`config.mk`:
```
export PLATFORM = sky130hd
export DESIGN_NAME = teclado_control
export DESIGN_NICKNAME = d
export VERILOG_FILES = /design/src/rtl/teclado_pkg.sv /design/src/rtl/campo_wrap.sv /design/src/rtl/teclado_control.sv
export SDC_FILE = /design/constraint.sdc
export NUM_CORES = 1
export LEC_CHECK = 0
export ABC_AREA = 1
export ABC_CLOCK_PERIOD_IN_PS = 2800
export CORE_MARGIN = 1.5
export CORE_UTILIZATION = 45
export CTS_CLUSTER_SIZE = 25
export DETAILED_ROUTE_END_ITERATION = 16
export GPL_TIMING_DRIVEN = 0
export PLACE_DENSITY = 0.68
export SLEW_MARGIN = 20
export SYNTH_ARGS = -nofsm -noshare
export SYNTH_HDL_FRONTEND = slang
export SYNTH_HIERARCHICAL = 1
export SYNTH_SLANG_ARGS = --single-unit
```
`constraint.sdc`:
```
create_clock -name clk -period 2.8 [get_ports clk]
set_clock_uncertainty 0.2 [all_clocks]
set_input_delay 0.84 -clock clk [delete_from_list [all_inputs] [get_ports clk]]
set_output_delay 0.84 -clock clk [all_outputs]
set_load 0.02 [all_outputs]
```
`src/rtl/teclado_pkg.sv`:
```
// Shared encodings for the keyboard edit controller: FSM states, mode codes
// and per-mode field limits.
package teclado_pkg;

  typedef enum logic [1:0] {
    IDLE   = 2'd0,
    EDIT   = 2'd1,
    COMMIT = 2'd2
  } state_e;

  localparam logic [1:0] MODO_IDLE  = 2'd0;
  localparam logic [1:0] MODO_HORA  = 2'd1;
  localparam logic [1:0] MODO_FECHA = 2'd2;
  localparam logic [1:0] MODO_TIMER = 2'd3;

  localparam logic [7:0] HT_MIN0 = 8'd0, HT_MAX0 = 8'd23;
  localparam logic [7:0] HT_MIN1 = 8'd0, HT_MAX1 = 8'd59;
  localparam logic [7:0] HT_MIN2 = 8'd0, HT_MAX2 = 8'd59;
  localparam logic [7:0] FE_MIN0 = 8'd1, FE_MAX0 = 8'd31;
  localparam logic [7:0] FE_MIN1 = 8'd1, FE_MAX1 = 8'd12;
  localparam logic [7:0] FE_MIN2 = 8'd0, FE_MAX2 = 8'd99;

  function automatic logic [7:0] fld_min(logic [1:0] m, logic [1:0] idx);
    if (m == MODO_FECHA)
      return (idx == 2'd0) ? FE_MIN0 : (idx == 2'd1) ? FE_MIN1 : FE_MIN2;
    return (idx == 2'd0) ? HT_MIN0 : (idx == 2'd1) ? HT_MIN1 : HT_MIN2;
  endfunction

  function automatic logic [7:0] fld_max(logic [1:0] m, logic [1:0] idx);
    if (m == MODO_FECHA)
      return (idx == 2'd0) ? FE_MAX0 : (idx == 2'd1) ? FE_MAX1 : FE_MAX2;
    return (idx == 2'd0) ? HT_MAX0 : (idx == 2'd1) ? HT_MAX1 : HT_MAX2;
  endfunction

endpackage

```
`src/rtl/campo_wrap.sv`:
```
// One 8-bit edit field: range-checked load, wrapping increment/decrement.
module campo_wrap (
  input  logic       clk,
  input  logic       rst_n,
  input  logic       load,
  input  logic       inc,
  input  logic       dec,
  input  logic [7:0] load_val,
  input  logic [7:0] min_v,
  input  logic [7:0] max_v,
  output logic [7:0] q
);

  logic [7:0] q_q, q_d;

  // Range compares come before the add/sub so 8-bit wrap never shows.
  always_comb begin
    q_d = q_q;
    if (load)
      q_d = (load_val < min_v || load_val > max_v) ? min_v : load_val;
    else if (inc)
      q_d = (q_q >= max_v) ? min_v : q_q + 8'd1;
    else if (dec)
      q_d = (q_q <= min_v) ? max_v : q_q - 8'd1;
  end

  always_ff @(posedge clk or negedge rst_n) begin
    if (!rst_n) q_q <= '0;
    else        q_q <= q_d;
  end

  assign q = q_q;

endmodule

```
`src/rtl/teclado_control.sv`:
```
// Key-pulse sequencer for hora/fecha/timer edit sessions with commit strobe.
// Optional edit-idle timeout is built when TECLADO_TIMEOUT_EN is defined.
module teclado_control
  import teclado_pkg::*;
#(
  parameter logic [31:0] TIMEOUT_CYCLES = 32'd1_000_000_000
) (
  input  logic       clk,
  input  logic       reset,
  input  logic       c,
  input  logic       t,
  input  logic       p,
  input  logic       enter,
  input  logic       arriba,
  input  logic       abajo,
  input  logic       izquierda,
  input  logic       derecha,
  input  logic [7:0] actual0,
  input  logic [7:0] actual1,
  input  logic [7:0] actual2,
  output logic       rx_en,
  output logic [1:0] modo,
  output logic [1:0] cursor,
  output logic [7:0] campo0,
  output logic [7:0] campo1,
  output logic [7:0] campo2,
  output logic       wr,
  output logic [1:0] wr_modo
);

  state_e          state_q, state_d;
  logic [1:0]      modo_q, modo_d;
  logic [1:0]      cursor_q, cursor_d;
  logic            ld;
  logic [2:0]      inc, dec;
  logic [1:0]      lim_modo;
  logic            to_hit;
  logic [2:0][7:0] act, campo_q;

  assign act = {actual2, actual1, actual0};

  always_comb begin
    state_d  = state_q;
    modo_d   = modo_q;
    cursor_d = cursor_q;
    ld       = 1'b0;
    inc      = '0;
    dec      = '0;
    unique case (state_q)
      IDLE: begin
        if (c)      modo_d = MODO_HORA;
        else if (t) modo_d = MODO_TIMER;
        else if (p) modo_d = MODO_FECHA;
        if (c || t || p) begin
          ld       = 1'b1;
          cursor_d = 2'd0;
          state_d  = EDIT;
        end
      end
      EDIT: begin
        if (enter)          state_d = COMMIT;
        else if (arriba)    inc = 3'b001 << cursor_q;
        else if (abajo)     dec = 3'b001 << cursor_q;
        else if (izquierda) cursor_d = (cursor_q == 2'd0) ? 2'd2 : cursor_q - 2'd1;
        else if (derecha)   cursor_d = (cursor_q == 2'd2) ? 2'd0 : cursor_q + 2'd1;
        else if (to_hit) begin
          state_d  = IDLE;
          modo_d   = MODO_IDLE;
          cursor_d = 2'd0;
        end
      end
      COMMIT: begin
        state_d  = IDLE;
        modo_d   = MODO_IDLE;
        cursor_d = 2'd0;
      end
      default: state_d = IDLE;
    endcase
  end

  always_ff @(posedge clk or negedge reset) begin
    if (!reset) begin
      state_q  <= IDLE;
      modo_q   <= MODO_IDLE;
      cursor_q <= 2'd0;
    end else begin
      state_q  <= state_d;
      modo_q   <= modo_d;
      cursor_q <= cursor_d;
    end
  end

`ifdef TECLADO_TIMEOUT_EN
  logic [31:0] cnt_q, cnt_d;
  logic        key_any;

  assign key_any = enter | arriba | abajo | izquierda | derecha;

  always_comb begin
    cnt_d  = '0;
    to_hit = 1'b0;
    if (state_q == EDIT && !key_any) begin
      cnt_d  = cnt_q + 32'd1;
      to_hit = (cnt_q == TIMEOUT_CYCLES - 32'd1);
    end
  end

  always_ff @(posedge clk or negedge reset) begin
    if (!reset) cnt_q <= '0;
    else        cnt_q <= cnt_d;
  end
`else
  logic unused_timeout;
  assign unused_timeout = ^TIMEOUT_CYCLES;
  assign to_hit = 1'b0;
`endif

  // While loading, limits follow the mode being latched, not the idle one.
  assign lim_modo = (state_q == IDLE) ? modo_d : modo_q;

  for (genvar i = 0; i < 3; i++) begin : g_campo
    campo_wrap u_campo (
      .clk     (clk),
      .rst_n   (reset),
      .load    (ld),
      .inc     (inc[i]),
      .dec     (dec[i]),
      .load_val(act[i]),
      .min_v   (fld_min(lim_modo, 2'(i))),
      .max_v   (fld_max(lim_modo, 2'(i))),
      .q       (campo_q[i])
    );
  end

  assign campo0  = campo_q[0];
  assign campo1  = campo_q[1];
  assign campo2  = campo_q[2];
  assign modo    = modo_q;
  assign cursor  = cursor_q;
  assign wr      = (state_q == COMMIT);
  assign wr_modo = wr ? modo_q : MODO_IDLE;
  assign rx_en   = !wr;

endmodule
```
; ---- Yosys cells after proc, flatten, opt, wreduce, memory -nomap -nowiden
; Index checks and enable logic that the tools add are counted.
[word_totals]
register_bits = 30
output_inout_bits = 32
input_bits = 34
wordCells = 107
[classes]
addsub = 8
n_reduce_logical = 14
mux = 56
n_eq_ne = 10
shift = 1
n_lt_le_gt_ge = 12
[ops]
columns = op, n
row1 = two-way mux 8 bit, 28
row2 = two-way mux 2 bit, 15
row3 = "adder 8 x 1 -> 8 bit, second input constant", 3
row4 = >= comparator 8 bit, 3
row5 = greater-than comparator 8 bit, 3
row6 = <= comparator 8 bit, 3
row7 = < comparator 8 bit, 3
row8 = "subtractor 8 x 1 -> 8 bit, second input constant", 3
row9 = two-way mux 3 bit, 7
row10 = nonzero test 3 bit, 4
row11 = "!= test 2 bit, second input constant", 5
row12 = case mux 2 bit (2 select lines), 2
row13 = "equality test 2 bit, second input constant", 3
row14 = case mux 2 bit (3 select lines), 1
row15 = AND reduction 6 bit, 1
row16 = logical OR 1 bit, 5
row17 = zero test 2 bit, 2
row18 = two-way mux 1 bit, 3
row19 = "!= test 3 bit, second input constant", 1
row20 = "left shift 1 x 2 -> 3 bit, first input constant", 1
row21 = "adder 2 x 1 -> 2 bit, second input constant", 1
row22 = "equality test 2 x 1 -> 1 bit, second input constant", 1
row23 = AND reduction 2 bit, 1
row24 = "subtractor 2 x 1 -> 2 bit, second input constant", 1
row25 = zero test 1 bit, 1

; ---- Logic depth before layout (Yosys ltp)
; Gate-level depths: netlist of run 1.
[logic_depth]
ltp_word = 13
ltp_mapped = 21
mapped_depth_nobuf = 21

; ---- By module
; Netlist of run 1, hierarchy kept.
[by_module_without_submodules]
columns = module, cells_per_inst, seq_area_each_um2, instances, area_per_inst_um2
row1 = campo_wrap (g_campo[0].u_campo ...), 330, 200.2, 2, 1983.2
row2 = campo_wrap (g_campo[1].u_campo), 331, 200.2, 1, 2044.5
row3 = teclado_control, 81, 150.1, 1, 526.8

; ---- Worst setup path after synthesis of run 1
; Ideal clock, no wire load.
[synth_timing]
path_type = input-to-reg
startpoint = in t
endpoint = reg g_campo[2].u_campo.q_q[1]
setup_ps = 117
cell_stages = 19
n_path_buf = 1
path_slack_ps = -276
required_ps = 2483
arrival_time_ps = 2759
cell_sequence = nor2_1 o21ai_0 nand2_1 nand2_1 a21oi_2 inv_1 inv_1 ha_1 a21oi_1 o21ai_0 nand2_1 nand2_1 nand2_1 buf_2 nand3_1 nand3_1 nand2_1 nand2_1 nand2_1
[synth_via]
elab_chain_cells = 12
elab_cells_between_ends = 24
cone_classes = order compare: 4 / eq/ne: 1 / mux: 15 / reduce/logical: 4
[synth_lines]
columns = item, line_no
row1 = "start, declared", teclado_control.sv:11  ; input logic t,
row2 = two-way mux 2 bit, teclado_control.sv:52  ; else if (t) modo_d = MODO_TIMER;
row3 = two-way mux 2 bit, teclado_control.sv:51  ; if (c) modo_d = MODO_HORA;
row4 = case mux 2 bit (2 select lines), teclado_control.sv:49  ; unique case (state_q)
row5 = two-way mux 2 bit, teclado_control.sv:119  ; assign lim_modo = (state_q == IDLE) ? modo_d : modo_q;
row6 = equality test 2 bit, "teclado_pkg.sv:24, teclado_pkg.sv:30"
row7 = two-way mux 1 bit, "teclado_pkg.sv:24, teclado_pkg.sv:30"
row8 = two-way mux 8 bit, teclado_pkg.sv:26  ; return (idx == 2'd0) ? HT_MIN0 : (idx == 2'd1) ? HT_MIN1 : HT_MIN2;
row9 = <= comparator 8 bit, campo_wrap.sv:24  ; q_d = (q_q <= min_v) ? max_v : q_q - 8'd1;
row10 = two-way mux 8 bit, campo_wrap.sv:24
row11 = two-way mux 8 bit, campo_wrap.sv:23  ; else if (dec)
row12 = two-way mux 8 bit, campo_wrap.sv:21  ; else if (inc)
row13 = two-way mux 8 bit, campo_wrap.sv:19  ; if (load)
row14 = "end signal, assigned", campo_wrap.sv:29  ; else q_q <= q_d;
row15 = "end, declared", campo_wrap.sv:14  ; logic [7:0] q_q, q_d;
; Parallel ways exist; a longest one is shown, timed or not. The select of a mux whose other input is x is not followed.
; A chain may end at the register's enable or synchronous reset.

; ---- Final worst setup path of run 1
[layout_timing]
startpoint = in t
endpoint = reg g_campo[1].u_campo.q_q[5]
[layout_via]
elab_chain_cells = 12
elab_cells_between_ends = 24
cone_classes = order compare: 4 / eq/ne: 1 / mux: 15 / reduce/logical: 4
[layout_lines]
columns = item, line_no
row1 = two-way mux 2 bit, teclado_control.sv:52
row2 = two-way mux 2 bit, teclado_control.sv:51
row3 = case mux 2 bit (2 select lines), teclado_control.sv:49
row4 = two-way mux 2 bit, teclado_control.sv:119
row5 = equality test 2 bit, "teclado_pkg.sv:24, teclado_pkg.sv:30"
row6 = two-way mux 1 bit, "teclado_pkg.sv:24, teclado_pkg.sv:30"
row7 = two-way mux 8 bit, teclado_pkg.sv:26
row8 = <= comparator 8 bit, campo_wrap.sv:24
row9 = two-way mux 8 bit, campo_wrap.sv:24
row10 = two-way mux 8 bit, campo_wrap.sv:23
row11 = two-way mux 8 bit, campo_wrap.sv:21
row12 = two-way mux 8 bit, campo_wrap.sv:19
row13 = "end signal, assigned", campo_wrap.sv:29
row14 = "end, declared", campo_wrap.sv:14
; Parallel ways exist; a longest one is shown, timed or not. The select of a mux whose other input is x is not followed.

==> results_tabular.tex, run 1 <==
\begin{tabular}{lr}
\hline
Metric & Value \\
\hline
\multicolumn{2}{l}{\textbf{Run status}} \\
\quad Outcome & complete, but fails checks \\
\quad Failing checks & setup timing \\
\multicolumn{2}{l}{\textbf{STA}} \\
\quad Maximum clock rate & 0.341 GHz \\
\quad Worst-Margin Slew & 0.593 ns \\
\quad Final Hold Viols & 0 \\
\quad Tightest slew margin relative to the limit & 60.3\% \\
\quad Min Tclk post-route & 2.94 ns \\
\quad Part of the cycle the worst path needs & 105\% \\
\quad Setup slack after layout & -0.136 ns \\
\quad Sum Neg Setup Slack & -2.13 ns \\
\quad Unrepaired setup endpoints after global routing & yes \\
\quad \# setup viols final & 24 \\
\quad Final count of pins violating max slew & 0 \\
\multicolumn{2}{l}{\textbf{Synthesis}} \\
\quad Register area share after synthesis & 11.5\% \\
\quad Number of warning messages in the yosys log & 6 \\
\quad Number of synthesized register bits & 30 \\
\quad Syn Std Cell Area & 0.00654 mm2 \\
\quad Instance count of the mapped netlist & 1072 \\
\quad Unique masters post-synth & 36 \\
\quad Average size of a mapped cell & 6.10 um2 \\
\multicolumn{2}{l}{\textbf{Critical path}} \\
\quad Beginning of the worst register-to-register path & state\_q[0]\$\_DFFE\_PN0P\_ \\
\quad Reg-to-reg setup timing slack & 0 ns \\
\quad Critical-path cell list & buf\_6 > nor2\_4 > o21ai\_2 > nand2\_1 > nand2\_2 > a21oi\_4 > buf\_12 > inv\_12 > inv\_4 > ha\_4 > a21oi\_4 > nor2\_4 > nor2\_8 > nand3\_4 > nand2\_1 > nand3\_1 > nand2\_1 > nand2\_1 > nand2\_2 > nand2\_1 > nand2\_1 \\
\quad Dominant delay contributor by cell family on the critical path & simple AND/OR/NAND/NOR gates \\
\quad Slowest Stage Delay on Critical Path & 0.21 ns \\
\quad Critical path arrival & 2.95 ns \\
\quad Worst path slowest cell & sky130\_fd\_sc\_hd\_\_ha\_4 \\
\quad Crit path top cell by count & sky130\_fd\_sc\_hd\_\_nand2\_1 \\
\quad Depth of the worst register-to-register path & 19 \\
\quad Nature of the critical path endpoint & flip-flop \\
\quad Bufs and invs on worst path & 4 \\
\quad Endpoint of the most critical register-to-register path & g\_campo[1].u\_campo/q[5]\$\_DFFE\_PN0P\_ \\
\quad Largest driver fanout on the critical path & 8 \\
\quad Nature of the critical path startpoint & input pin \\
\quad Required time of the worst setup path & 2.81 ns \\
\quad Critical path start-end classification & in2reg \\
\multicolumn{2}{l}{\textbf{Place}} \\
\quad Global placer's final weighted congestion & 0.944 \\
\quad Placed Cells & 1363 \\
\quad Detailed placer's ending HPWL & 14.8 mm \\
\quad Worst slack after detailed placement & -1.22 ns \\
\quad Count of port buffers added during placement & 65 \\
\multicolumn{2}{l}{\textbf{GRT}} \\
\quad Combined global-route utilization of all metal layers & 26.1\% \\
\quad Number of antenna violations at the first check in global routing & 1 \\
\quad Number of global-route vias before repair & 6399 \\
\quad Maximum number of pins on one net before global-route repair & 28 \\
\quad Wire length of the first global-routing pass & 31.7 mm \\
\quad Leftover overflow at the end of global routing & 0 \\
\multicolumn{2}{l}{\textbf{Clock tree}} \\
\quad Post-CTS Hold Fix Bufs & 0 \\
\quad Number of levels the H-tree was split into & 2 \\
\quad Max Buffers Root-to-Sink & 2 \\
\quad Clock transition at path regs & 0.05 ns \\
\quad TritonCTS clock tree & yes \\
\quad Inserted Clock Buffers & 5 \\
\quad Clock tree root driver cell & sky130\_fd\_sc\_hd\_\_clkbuf\_16 \\
\quad Clock latency at the later pin of the worst-skew pair & 0.28 ns \\
\quad TritonCTS sink count & 30 \\
\multicolumn{2}{l}{\textbf{Power}} \\
\quad Standby leakage power & 4.53 nW \\
\quad Worst voltage drop across the vdd grid & 0.440 mV \\
\quad PnR Total Power & 8.71 mW \\
\quad Power density normalized to cell area & 1030 mW/mm2 \\
\multicolumn{2}{l}{\textbf{Drt}} \\
\quad Via density & 5.07 \\
\quad Detailed-routing iteration count for the pre-antenna-repair pass & 5 \\
\quad Antenna viol nets, final & 0 \\
\quad Vias & 7069 \\
\quad WL/cell & 13.8 um \\
\quad Sum of routed wire length over all layers & 19.3 mm \\
\quad DRC errors left & 0 \\
\quad Detailed router's first-iteration violation count & 435 \\
\multicolumn{2}{l}{\textbf{Die}} \\
\quad Die ar. & 0.0153 mm2 \\
\quad Core Rows & 43 \\
\quad Effective utilization at floorplan & 46.6\% \\
\quad Die Wd & 124 um \\
\quad Placeable core region & 0.0140 mm2 \\
\quad Die span in y & 124 um \\
\quad IO Pins & 66 \\
\multicolumn{2}{l}{\textbf{Flow run}} \\
\quad Max-cap viol count & 0 \\
\multicolumn{2}{l}{\textbf{Cells and area}} \\
\quad Number of nets in the finished design & 1351 \\
\quad Fillcell total & 1390 \\
\quad Non-filler instance count after layout & 1394 \\
\quad Final core area utilization & 60.0\% \\
\quad Fraction of layout instances using a drive strength above 1 & 18.0\% \\
\quad Total inserted antenna cells & 0 \\
\quad Area delta synth->final & 28.9\% \\
\multicolumn{2}{l}{\textbf{Worst hold path}} \\
\quad Hold/Removal Path Class & in2async \\
\hline
\end{tabular}
==> per-layer routing <==
metal  global-route usage, %  wire length, um  vias up
met5                       0                0        -
met4                    4.74              236        0
met3                    2.54             1220       22
met2                    43.3             8820      213
met1                    37.2             9000     3167
li1                        -                -     3667
==> report_power, final <==
part | switching [mW] | internal, mW
clock | 0.198 | 0.351
sequential | 0.499 | 0.654
combinational | 4.21 | 2.80
==> repair_timing <==
| item | 4_1_cts | 5_1_grt |
|---|---|---|
| setup buffers | 10 | 9 |
| pin swaps | 34 | 29 |
| gates resized for setup | 72 | 52 |
| endpoints found under the setup margin | 24 | 26 |
| cloned | 4 | 1 |
==> synth_stat cells <==
library cell / n / area share (%)
sky130_fd_sc_hd__nand2_2: 13 / 1.2
sky130_fd_sc_hd__nor4_1: 3 / 0.29
sky130_fd_sc_hd__nand3_4: 3 / 0.80
sky130_fd_sc_hd__nor2_1: 55 / 3.2
sky130_fd_sc_hd__nand4_1: 13 / 1.2
sky130_fd_sc_hd__bufinv_8: 1 / 0.27
sky130_fd_sc_hd__nor2_8: 1 / 0.31
sky130_fd_sc_hd__buf_6: 9 / 1.6
sky130_fd_sc_hd__ha_1: 104 / 20
sky130_fd_sc_hd__nand3_1: 158 / 12
sky130_fd_sc_hd__a21o_1: 6 / 0.69
sky130_fd_sc_hd__conb_1: 2 / 0.11
sky130_fd_sc_hd__buf_2: 6 / 0.46
sky130_fd_sc_hd__nand4_4: 3 / 0.98
sky130_fd_sc_hd__o21ai_0: 6 / 0.46
sky130_fd_sc_hd__o21ai_2: 1 / 0.13
sky130_fd_sc_hd__nor3_1: 4 / 0.31
sky130_fd_sc_hd__o21a_1: 6 / 0.69
sky130_fd_sc_hd__a21oi_2: 1 / 0.13
sky130_fd_sc_hd__nor3_4: 1 / 0.25
sky130_fd_sc_hd__inv_2: 19 / 1.1
sky130_fd_sc_hd__nand2_1: 363 / 21
sky130_fd_sc_hd__o21ai_1: 4 / 0.31
sky130_fd_sc_hd__clkbuf_8: 2 / 0.42
sky130_fd_sc_hd__nor2_2: 14 / 1.3
sky130_fd_sc_hd__xor2_1: 18 / 2.4
sky130_fd_sc_hd__nand3_2: 5 / 0.77
sky130_fd_sc_hd__nor2_4: 13 / 2.2
sky130_fd_sc_hd__buf_4: 2 / 0.23
sky130_fd_sc_hd__inv_1: 155 / 8.9
sky130_fd_sc_hd__xnor2_1: 6 / 0.80
sky130_fd_sc_hd__clkinv_2: 1 / 0.076
sky130_fd_sc_hd__dfrtp_1: 30 / 11
sky130_fd_sc_hd__nand3b_1: 2 / 0.23
sky130_fd_sc_hd__nand2_4: 6 / 1.0
sky130_fd_sc_hd__a21oi_1: 36 / 2.8
==> worst reg2reg max path: stages, from the launching register on <==
cell	delay, ns
sky130_fd_sc_hd__dfrtp_1	0.47
sky130_fd_sc_hd__nor2_4	0.18
sky130_fd_sc_hd__inv_1	0.10
sky130_fd_sc_hd__nand2_1	0.11
sky130_fd_sc_hd__a21oi_4	0.07
sky130_fd_sc_hd__buf_12	0.15
sky130_fd_sc_hd__inv_12	0.09
sky130_fd_sc_hd__inv_4	0.05
sky130_fd_sc_hd__ha_4	0.28
sky130_fd_sc_hd__nand2_2	0.07
sky130_fd_sc_hd__nor2_4	0.16
sky130_fd_sc_hd__nand4_1	0.17
sky130_fd_sc_hd__nand3_4	0.18
sky130_fd_sc_hd__nand2_1	0.07
sky130_fd_sc_hd__nand3_1	0.07
sky130_fd_sc_hd__nand2_1	0.06
sky130_fd_sc_hd__nand2_1	0.07
sky130_fd_sc_hd__nand2_2	0.06
sky130_fd_sc_hd__nand2_1	0.05
sky130_fd_sc_hd__nand2_1	0.04
==> flip-flops by register name, summed over array words and instances (netlist names) <==
register / flops
modo: 2
cursor: 2
g_campo.u_campo/q: 24
state_q: 2
==> placed cells by master, fill, tap and decap left out, types with 3 or more instances in the layout <==
master | Yosys | final
sky130_fd_sc_hd__ha_1 | 104 | 95
sky130_fd_sc_hd__a21oi_2 | 1 | 8
sky130_fd_sc_hd__o21a_1 | 6 | 6
sky130_fd_sc_hd__clkdlybuf4s50_1 | 0 | 59
sky130_fd_sc_hd__ha_4 | 0 | 9
sky130_fd_sc_hd__clkbuf_8 | 2 | 3
sky130_fd_sc_hd__o21ai_0 | 6 | 3
sky130_fd_sc_hd__inv_2 | 19 | 22
sky130_fd_sc_hd__nor4_1 | 3 | 3
sky130_fd_sc_hd__dfrtp_1 | 30 | 29
sky130_fd_sc_hd__xor2_1 | 18 | 18
sky130_fd_sc_hd__buf_12 | 0 | 3
sky130_fd_sc_hd__nor3_1 | 4 | 4
sky130_fd_sc_hd__nand3_4 | 3 | 3
sky130_fd_sc_hd__a21o_1 | 6 | 6
sky130_fd_sc_hd__clkbuf_16 | 0 | 5
sky130_fd_sc_hd__nor2_1 | 55 | 46
sky130_fd_sc_hd__xnor2_1 | 6 | 6
sky130_fd_sc_hd__nand2_1 | 363 | 334
sky130_fd_sc_hd__inv_4 | 0 | 4
sky130_fd_sc_hd__nand4_4 | 3 | 3
sky130_fd_sc_hd__conb_1 | 2 | 47
sky130_fd_sc_hd__nor2_2 | 14 | 18
sky130_fd_sc_hd__o21ai_1 | 4 | 5
sky130_fd_sc_hd__buf_2 | 6 | 5
sky130_fd_sc_hd__buf_6 | 9 | 15
sky130_fd_sc_hd__nand4_1 | 13 | 13
sky130_fd_sc_hd__nand2_4 | 6 | 13
sky130_fd_sc_hd__inv_1 | 155 | 146
sky130_fd_sc_hd__nand3_2 | 5 | 18
sky130_fd_sc_hd__nand2_2 | 13 | 36
sky130_fd_sc_hd__nor2_4 | 13 | 20
sky130_fd_sc_hd__o21ai_2 | 1 | 3
sky130_fd_sc_hd__a21oi_1 | 36 | 27
sky130_fd_sc_hd__nand3_1 | 158 | 145
sky130_fd_sc_hd__buf_4 | 2 | 16
==> through the flow <==
step | hold WS [ns] | area, um2
after global routing | 0.188 | 8430
after CTS | 0.191 | 8120
after floorplan | 0.344 | 6770
after detailed placement | 0.339 | 7660
after global placement | 0.335 | 7640
final | 0.189 | 8430
==> cells by family after synthesis <==
logic type / after synthesis / synth area share (%)
other: 2 / 0.115
flip-flops: 30 / 11.5
AO/OA/AOI/OAI: 60 / 5.17
XOR/XNOR: 24 / 3.22
adder cells (fa/ha/maj): 104 / 19.9
AND/OR/NAND/NOR: 657 / 47.1
buffers and inverters: 195 / 13.0
==> worst max path at each step <==
stage / depth (start not counted) / to / from
after floorplan: 19 / g_campo[1].u_campo/q[5]$_DFFE_PN0P_ / t
after global placement: 18 / g_campo[2].u_campo/q[7]$_DFFE_PN0P_ / t
after detailed placement: 16 / g_campo[2].u_campo/q[5]$_DFFE_PN0P_ / t
after CTS: 23 / g_campo[1].u_campo/q[4]$_DFFE_PN0P_ / c
after global routing: 21 / g_campo[2].u_campo/q[7]$_DFFE_PN0P_ / t
final: 21 / g_campo[1].u_campo/q[5]$_DFFE_PN0P_ / t
==> cell type report <==
type	count	area [um2]	share of cell area, %
multi-input cells	896	5540	65.8
repair buffers	85	861	10.2
flip-flops and latches	30	752	8.92
inverters	176	706	8.38
well taps	180	225	2.67
plain buffers	19	186	2.21
clock buffers	6	139	1.65
clock inverters	2	12.5	0.149
Note: power is estimated with default switching activity, not from simulation.
==> run 2, diff against run 1 <==
- CTS_CLUSTER_SIZE: 25 -> 40
- PLACE_DENSITY: 0.68 -> 0.74
- SYNTH_HIERARCHICAL: 1 -> not set
==> results_tabular.tex, run 2 <==
\begin{tabular}{lr}
\hline
Metric & Value \\
\hline
\multicolumn{2}{l}{\textbf{Run status}} \\
\quad Outcome & completed \\
\multicolumn{2}{l}{\textbf{Power}} \\
\quad Worst voltage drop across the vdd grid & 0.559 mV (+27\%) \\
\quad Power density normalized to cell area & 1140 mW/mm2 (+9.9\%) \\
\quad Standby leakage power & 2.32 nW (-49\%) \\
\quad PnR Total Power & 5.41 mW (-38\%) \\
\multicolumn{2}{l}{\textbf{Die}} \\
\quad IO Pins & 66 (unchanged) \\
\quad Die Wd & 88.0 um (-29\%) \\
\quad Core Rows & 30 (-30\%) \\
\quad Die span in y & 88.0 um (-29\%) \\
\quad Die ar. & 0.00774 mm2 (-49\%) \\
\quad Effective utilization at floorplan & 47.3\% (+0.75 points) \\
\quad Placeable core region & 0.00687 mm2 (-51\%) \\
\multicolumn{2}{l}{\textbf{Synthesis}} \\
\quad Most frequent cell after synthesis & sky130\_fd\_sc\_hd\_\_nand2\_1 \\
\quad Instance count of the mapped netlist & 505 (-53\%) \\
\quad Cell taking the most area after synthesis & sky130\_fd\_sc\_hd\_\_dfrtp\_1 \\
\quad Area share of the leading cell type in the synthesized netlist & 23.1\% (+2.3 points) \\
\quad Number of synthesized register bits & 30 (unchanged) \\
\quad Synth Net Count & 570 \\
\quad Synth top area cells & sky130\_fd\_sc\_hd\_\_dfrtp\_1 (23\%), sky130\_fd\_sc\_hd\_\_nand2\_1 (15\%), sky130\_fd\_sc\_hd\_\_ha\_1 (12\%) \\
\quad Largest family of logic cells by synthesized area & simple AND/OR/NAND/NOR gates \\
\quad Average size of a mapped cell & 6.43 um2 (+5.5\%) \\
\quad Syn Std Cell Area & 0.00325 mm2 (-50\%) \\
\quad EDFF count, synth & 0 (unchanged) \\
\quad Fraction of the mapped netlist area in adder cells & 11.9\% (-8.0 points) \\
\quad Simple-gate area share of the yosys netlist & 37.0\% (-10 points) \\
\quad Synth Area in XOR/XNOR & 5.12\% (+1.9 points) \\
\quad Compound-cell area share of the yosys netlist & 13.4\% (+8.2 points) \\
\quad Register area share after synthesis & 23.1\% (+12 points) \\
\quad Prevailing post-synth register cell & sky130\_fd\_sc\_hd\_\_dfrtp\_1 \\
\quad Number of warning messages in the yosys log & 0 (-6) \\
\quad Unique masters post-synth & 39 (+8.3\%) \\
\quad Post-synth ARST share & 100\% (unchanged) \\
\quad Multiplexer share of the synthesized area & 0\% (unchanged) \\
\quad Top cells by instance count after synthesis & sky130\_fd\_sc\_hd\_\_nand2\_1 (130), sky130\_fd\_sc\_hd\_\_inv\_1 (68), sky130\_fd\_sc\_hd\_\_nor2\_1 (58), sky130\_fd\_sc\_hd\_\_nand3\_1 (48) \\
\multicolumn{2}{l}{\textbf{Cells and area}} \\
\quad Fraction of layout instances using a drive strength above 1 & 20.1\% (+2.1 points) \\
\quad Final core area utilization & 69.3\% (+9.3 points) \\
\quad Most frequent standard cell in the layout excluding fill and tap cells & sky130\_fd\_sc\_hd\_\_nand2\_1 \\
\quad Total inserted antenna cells & 0 (unchanged) \\
\quad Fillcell total & 560 (-60\%) \\
\quad Number of nets in the finished design & 672 (-50\%) \\
\quad Most used cells in the layout excluding fill and tap cells & sky130\_fd\_sc\_hd\_\_nand2\_1 (112), sky130\_fd\_sc\_hd\_\_inv\_1 (65), sky130\_fd\_sc\_hd\_\_clkdlybuf4s50\_1 (59), sky130\_fd\_sc\_hd\_\_nor2\_1 (52), sky130\_fd\_sc\_hd\_\_nand3\_1 (43) \\
\quad Area delta synth->final & 46.6\% \\
\quad Max FFs per register & 24 (unchanged) \\
\multicolumn{2}{l}{\textbf{STA}} \\
\quad Final count of pins violating max slew & 0 (unchanged) \\
\quad Post-Route Hold Slack & 0.196 ns (+0.00769 ns) \\
\quad \# setup viols final & 0 (-100\%) \\
\quad Unrepaired setup endpoints after global routing & yes \\
\quad Min Tclk post-route & 2.76 ns (-0.171 ns) \\
\quad Worst-Margin Slew & 0.613 ns (+0.0207 ns) \\
\quad Final Hold Viols & 0 (unchanged) \\
\quad Part of the cycle the worst path needs & 98.7\% (-6.1 points) \\
\quad Sum Neg Setup Slack & 0 ns (+2.13 ns) \\
\quad Tightest slew margin relative to the limit & 59.1\% (-1.2 points) \\
\quad Maximum clock rate & 0.362 GHz (+6.2\%) \\
\multicolumn{2}{l}{\textbf{Clock tree}} \\
\quad Inserted Clock Buffers & 5 (unchanged) \\
\quad Number of levels the H-tree was split into & 2 (unchanged) \\
\quad TritonCTS sink count & 30 (unchanged) \\
\quad TritonCTS clock tree & yes \\
\quad Clock transition at path regs & 0.08 ns (+0.03 ns) \\
\quad Max Buffers Root-to-Sink & 2 (unchanged) \\
\quad Clock latency at the later pin of the worst-skew pair & 0.29 ns (about the same) \\
\quad Clock tree root driver cell & sky130\_fd\_sc\_hd\_\_clkbuf\_8 \\
\multicolumn{2}{l}{\textbf{GRT}} \\
\quad Maximum number of pins on one net before global-route repair & 24 (-14\%) \\
\quad Number of antenna violations at the first check in global routing & 0 (-1) \\
\quad Wire length of the first global-routing pass & 15.9 mm (-50\%) \\
\quad Leftover overflow at the end of global routing & 0 (unchanged) \\
\quad Number of global-route vias before repair & 3563 (-44\%) \\
\quad Combined global-route utilization of all metal layers & 26.2\% (+0.091 points) \\
\multicolumn{2}{l}{\textbf{Drt}} \\
\quad Vias & 3786 (-46\%) \\
\quad Antenna viol nets, final & 0 (unchanged) \\
\quad Via density & 5.38 (+6.1\%) \\
\quad Detailed-routing iteration count for the pre-antenna-repair pass & 5 (unchanged) \\
\quad Sum of routed wire length over all layers & 10.1 mm (-48\%) \\
\quad WL/cell & 14.3 um (+3.4\%) \\
\quad Detailed router's first-iteration violation count & 200 (-54\%) \\
\quad DRC errors left & 0 (unchanged) \\
\multicolumn{2}{l}{\textbf{Critical path}} \\
\quad Critical-path cell list & buf\_8 > nor2\_4 > nand2\_2 > nand3\_2 > nand2\_2 > nand2\_4 > inv\_8 > buf\_4 > ha\_1 > nand3\_1 > nor2\_2 > nand2\_1 > nand2\_1 > nand2\_2 > nand2\_4 > nand2\_2 > nand3\_1 > nand2\_1 > nand2\_1 > nand2\_1 \\
\quad Critical path start-end classification & in2reg \\
\quad Worst path slowest cell & sky130\_fd\_sc\_hd\_\_ha\_1 \\
\quad Required time of the worst setup path & 2.79 ns (-0.02 ns) \\
\quad Nature of the critical path startpoint & input pin \\
\quad Reg-to-reg setup timing slack & 0.14 ns (+0.14 ns) \\
\quad Bufs and invs on worst path & 3 (-1) \\
\quad Nature of the critical path endpoint & flip-flop \\
\quad Critical path arrival & 2.76 ns (-0.19 ns) \\
\quad Crit path top cell by count & sky130\_fd\_sc\_hd\_\_nand2\_1 \\
\quad Largest driver fanout on the critical path & 6 (-2) \\
\quad Slowest Stage Delay on Critical Path & 0.29 ns (+0.08 ns) \\
\quad Dominant delay contributor by cell family on the critical path & simple AND/OR/NAND/NOR gates \\
\multicolumn{2}{l}{\textbf{Flow run}} \\
\quad Max-cap viol count & 0 (unchanged) \\
\multicolumn{2}{l}{\textbf{Place}} \\
\quad Detailed placer's ending HPWL & 6.81 mm (-54\%) \\
\quad Global placer's final weighted congestion & 0.903 (-4.3\%) \\
\quad Count of port buffers added during placement & 65 (unchanged) \\
\multicolumn{2}{l}{\textbf{Worst hold path}} \\
\quad Hold/Removal Path Class & in2async \\
\hline
\end{tabular}
run 2: cell count changes after synthesis, moves of 20 or more:
cell	before	now
sky130_fd_sc_hd__nand3_1	158	48
sky130_fd_sc_hd__o21ai_0	6	31
sky130_fd_sc_hd__inv_1	155	68
sky130_fd_sc_hd__nand2_1	363	130
sky130_fd_sc_hd__a21oi_1	36	16
sky130_fd_sc_hd__ha_1	104	31
run 2: power breakdown:
group          switching (mW)  internal, mW
Clock                   0.190         0.380
Sequential              0.301         0.615
Combinational            2.28          1.65
Total                    2.77          2.64
run 2: kinds of logic (layout without fill, tap and decap cells):
| family | Yosys count | in the layout |
|---|---|---|
| flops | 30 | 30 |
| simple gates | 269 | 269 |
| compound gates | 75 | 75 |
| xor+xnor | 19 | 19 |
| buf+inv | 81 | 184 |
| fa+ha+maj | 31 | 31 |
run 2: path summary, 6_finish.rpt:
path                                                     start                                  end  cells after the start
setup / recovery                                             p  g_campo[1].u_campo.q[0]$_DFFE_PN0P_                     20
hold / removal                                           reset                    modo[0]$_DFF_PN0_                      1
setup reg to reg                        state_q[0]$_DFFE_PN0P_  g_campo[2].u_campo.q[6]$_DFFE_PN0P_                     17
hold reg to reg            g_campo[2].u_campo.q[5]$_DFFE_PN0P_  g_campo[2].u_campo.q[5]$_DFFE_PN0P_                      2
max in group asynchronous                                reset  g_campo[0].u_campo.q[3]$_DFFE_PN0P_                      2
min in group clk           g_campo[2].u_campo.q[5]$_DFFE_PN0P_  g_campo[2].u_campo.q[5]$_DFFE_PN0P_                      2
run 2: per-layer routing:
metal  global-route usage (%)  wire length [um]  vias to the layer above
li1                         -                 -                     1859
met1                     32.6              4340                     1772
met2                     47.6              5050                      138
met3                     2.83               522                       17
met4                     7.65               153                        0
met5                        0                 0                        -
run 2: cell type report:
class	count	area, um2	area share (%)
Buffer	4	33.8	0.709
Clock buffer	6	82.6	1.73
Clock inverter	2	60.1	1.26
Inverter	77	298	6.25
Multi-Input combinational cell	394	2480	52.0
Sequential cell	30	752	15.8
Tap cell	96	120	2.52
Timing Repair Buffer	95	940	19.7
run 2: timing repair:
action | 4_1_cts | 5_1_grt
setup buffers | 24 | 5
pin swaps | 20 | 29
gates cloned | 0 | 1
resized for setup | 51 | 53
hold endpoints to repair | 0 | 0
hold buffers | 0 | 0
endpoints found under the setup margin | 24 | 27
run 2: stage by stage:
stage	setup WS (ns)	instances	area [um2]
after floorplan	0.0121	505	3250
after global placement	-0.869	666	4020
after detailed placement	-0.887	667	4040
after CTS	0.0145	699	4500
after global routing	-0.0709	704	4760
final	0.0354	704	4760
==> run 3, diff against run 2 <==
- SKIP_LAST_GASP: not set -> 1
==> results_tabular.tex, run 3 (same netlist as run 2, synthesis figures left out) <==
\begin{tabular}{lr}
\hline
Metric & Value \\
\hline
\multicolumn{2}{l}{\textbf{Run status}} \\
\quad Outcome & completed \\
\multicolumn{2}{l}{\textbf{Critical path}} \\
\quad Largest driver fanout on the critical path & 6 (unchanged) \\
\quad Critical path arrival & 2.77 ns (about the same) \\
\quad Beginning of the worst register-to-register path & state\_q[0]\$\_DFFE\_PN0P\_ \\
\quad Required time of the worst setup path & 2.79 ns (about the same) \\
\quad Depth of the worst register-to-register path & 17 (unchanged) \\
\quad Reg-to-reg setup timing slack & 0.15 ns (about the same) \\
\quad Critical path start-end classification & in2reg \\
\quad Endpoint of the most critical register-to-register path & g\_campo[2].u\_campo.q[6]\$\_DFFE\_PN0P\_ \\
\quad Nature of the critical path endpoint & flip-flop \\
\quad Nature of the critical path startpoint & input pin \\
\multicolumn{2}{l}{\textbf{STA}} \\
\quad Tightest slew margin relative to the limit & 60.1\% (+0.98 points) \\
\quad Min Tclk post-route & 2.78 ns (+0.0107 ns) \\
\quad Final count of pins violating max slew & 0 (unchanged) \\
\quad Part of the cycle the worst path needs & 99.1\% (+0.38 points) \\
\quad Worst-Margin Slew & 0.599 ns (-0.0146 ns) \\
\quad Maximum clock rate & 0.360 GHz (-0.38\%) \\
\quad Post-Route Hold Slack & 0.198 ns (+0.00184 ns) \\
\quad Unrepaired setup endpoints after global routing & yes \\
\quad Sum Neg Setup Slack & 0 ns (unchanged) \\
\quad Final Hold Viols & 0 (unchanged) \\
\quad \# setup viols final & 0 (unchanged) \\
\multicolumn{2}{l}{\textbf{Cells and area}} \\
\quad Most used cells in the layout excluding fill and tap cells & sky130\_fd\_sc\_hd\_\_nand2\_1 (113), sky130\_fd\_sc\_hd\_\_inv\_1 (65), sky130\_fd\_sc\_hd\_\_clkdlybuf4s50\_1 (59), sky130\_fd\_sc\_hd\_\_nor2\_1 (52), sky130\_fd\_sc\_hd\_\_nand3\_1 (43) \\
\quad Most frequent standard cell in the layout excluding fill and tap cells & sky130\_fd\_sc\_hd\_\_nand2\_1 \\
\quad Number of nets in the finished design & 672 (unchanged) \\
\quad Fraction of layout instances using a drive strength above 1 & 19.9\% (-0.16 points) \\
\quad Total inserted antenna cells & 0 (unchanged) \\
\quad Fillcell total & 559 (-0.18\%) \\
\quad Max FFs per register & 24 (unchanged) \\
\quad Area delta synth->final & 46.4\% \\
\multicolumn{2}{l}{\textbf{GRT}} \\
\quad Number of antenna violations at the first check in global routing & 0 (unchanged) \\
\quad Met3 track demand over resource & 2.83\% (unchanged) \\
\quad Number of global-route vias before repair & 3563 (unchanged) \\
\quad Wire length of the first global-routing pass & 15.9 mm (unchanged) \\
\quad Met2 track utilization from global routing & 47.6\% (unchanged) \\
\quad Gr busiest metal & met2 \\
\quad Maximum number of pins on one net before global-route repair & 24 (unchanged) \\
\quad Combined global-route utilization of all metal layers & 26.2\% (unchanged) \\
\quad Global routing usage on met1 & 32.6\% (unchanged) \\
\quad Leftover overflow at the end of global routing & 0 (unchanged) \\
\multicolumn{2}{l}{\textbf{Power}} \\
\quad PnR Total Power & 5.40 mW (-0.18\%) \\
\quad Worst voltage drop across the vdd grid & 0.559 mV (+0.10\%) \\
\quad Standby leakage power & 2.32 nW (about the same) \\
\quad Power density normalized to cell area & 1140 mW/mm2 (about the same) \\
\multicolumn{2}{l}{\textbf{Clock tree}} \\
\quad Inserted Clock Buffers & 5 (unchanged) \\
\quad Clock transition at path regs & 0.08 ns (about the same) \\
\quad Max Buffers Root-to-Sink & 2 (unchanged) \\
\quad Clock latency at the later pin of the worst-skew pair & 0.29 ns (about the same) \\
\quad Clock tree root driver cell & sky130\_fd\_sc\_hd\_\_clkbuf\_8 \\
\quad TritonCTS clock tree & yes \\
\quad Number of levels the H-tree was split into & 2 (unchanged) \\
\quad TritonCTS sink count & 30 (unchanged) \\
\multicolumn{2}{l}{\textbf{Drt}} \\
\quad Vias & 3763 (-0.61\%) \\
\quad Detailed router's first-iteration violation count & 236 (+18\%) \\
\quad Detailed-routing iteration count for the pre-antenna-repair pass & 4 (-1) \\
\quad WL/cell & 14.2 um (-0.39\%) \\
\quad Antenna viol nets, final & 0 (unchanged) \\
\quad Sum of routed wire length over all layers & 10.0 mm (-0.39\%) \\
\quad Via density & 5.35 (-0.61\%) \\
\quad DRC errors left & 0 (unchanged) \\
\multicolumn{2}{l}{\textbf{Die}} \\
\quad Die ar. & 0.00774 mm2 (unchanged) \\
\quad Effective utilization at floorplan & 47.3\% (unchanged) \\
\quad Core Rows & 30 (unchanged) \\
\quad Die span in y & 88.0 um (unchanged) \\
\quad Placeable core region & 0.00687 mm2 (unchanged) \\
\quad IO Pins & 66 (unchanged) \\
\quad Die Wd & 88.0 um (unchanged) \\
\multicolumn{2}{l}{\textbf{Place}} \\
\quad Global placer's final weighted congestion & 0.903 (unchanged) \\
\quad Count of port buffers added during placement & 65 (unchanged) \\
\quad Detailed placer's ending HPWL & 6.81 mm (unchanged) \\
\multicolumn{2}{l}{\textbf{Worst hold path}} \\
\quad Hold/Removal Path Class & in2async \\
\multicolumn{2}{l}{\textbf{Flow run}} \\
\quad Max-cap viol count & 0 (unchanged) \\
\hline
\end{tabular}
## run 3: layer usage
| metal | share of wire [%] | up-vias | wire length, um |
|---|---|---|---|
| li1 | - | 1857 | - |
| met1 | 44 | 1764 | 4370 |
| met2 | 50 | 125 | 5030 |
| met3 | 4.8 | 17 | 481 |
| met4 | 1.5 | 0 | 148 |
| met5 | 0 | - | 0 |
## run 3: how the worst max path moves through the flow
stage	start	endpoint	slack, ns
floorplan	p	g_campo[1].u_campo.q[1]$_DFFE_PN0P_	0.01
global placement	p	g_campo[1].u_campo.q[1]$_DFFE_PN0P_	-0.87
detailed placement	t	g_campo[1].u_campo.q[1]$_DFFE_PN0P_	-0.89
CTS	p	g_campo[1].u_campo.q[0]$_DFFE_PN0P_	0.01
global route	p	g_campo[1].u_campo.q[0]$_DFFE_PN0P_	-0.08
finish	p	g_campo[1].u_campo.q[0]$_DFFE_PN0P_	0.02
## run 3: critical path, stage by stage
cell and delay [ns]:
sky130_fd_sc_hd__buf_6 0.10, sky130_fd_sc_hd__nor2_4 0.10, sky130_fd_sc_hd__nand2_2 0.07, sky130_fd_sc_hd__nand3_2 0.07
sky130_fd_sc_hd__nand2_2 0.07, sky130_fd_sc_hd__nand2_4 0.13, sky130_fd_sc_hd__inv_8 0.06, sky130_fd_sc_hd__buf_4 0.14
sky130_fd_sc_hd__ha_1 0.30, sky130_fd_sc_hd__nand3_1 0.11, sky130_fd_sc_hd__nor2_2 0.16, sky130_fd_sc_hd__nand2_1 0.07
sky130_fd_sc_hd__nand2_1 0.06, sky130_fd_sc_hd__nand2_2 0.08, sky130_fd_sc_hd__nand2_4 0.10, sky130_fd_sc_hd__nand2_1 0.06
sky130_fd_sc_hd__nand3_1 0.08, sky130_fd_sc_hd__nand2_1 0.05, sky130_fd_sc_hd__nand2_1 0.06, sky130_fd_sc_hd__nand2_1 0.05
## run 3: per-stage QoR
step / utilization, % / worst slack (ns) / area [um2] / instances
floorplan: - / 0.0121 / 3250 / 505
global placement: 58.5 / -0.869 / 4020 / 666
detailed placement: 58.7 / -0.887 / 4040 / 667
CTS: 65.5 / 0.0145 / 4500 / 699
global route: 69.2 / -0.0811 / 4760 / 704
finish: 69.2 / 0.0248 / 4760 / 704
## run 3: timing repair
item	in CTS	in global routing
endpoints found under the setup margin	24	27
cloned	0	1
setup buffers	24	5
hold buffers	0	0
pin swaps	20	29
gates resized for setup	51	51
## run 3: layout make-up
class | instances | area, um2 | share of cell area (%)
buffer | 4 | 33.8 | 0.710
multi-input combinational | 394 | 2470 | 52.0
tap | 96 | 120 | 2.53
timing repair buffer | 95 | 936 | 19.7
clock inverter | 2 | 60.1 | 1.26
inverter | 77 | 298 | 6.26
clock buffer | 6 | 82.6 | 1.74
sequential | 30 | 752 | 15.8
## run 3: power breakdown
| group | internal (mW) | leakage (nW) | total [mW] | switching (mW) |
|---|---|---|---|---|
| Sequential | 0.615 | 0.385 | 0.916 | 0.301 |
| Clock | 0.380 | 0.0714 | 0.569 | 0.189 |
| Combinational | 1.64 | 1.86 | 3.92 | 2.27 |
| Total | 2.64 | 2.32 | 5.40 | 2.76 |
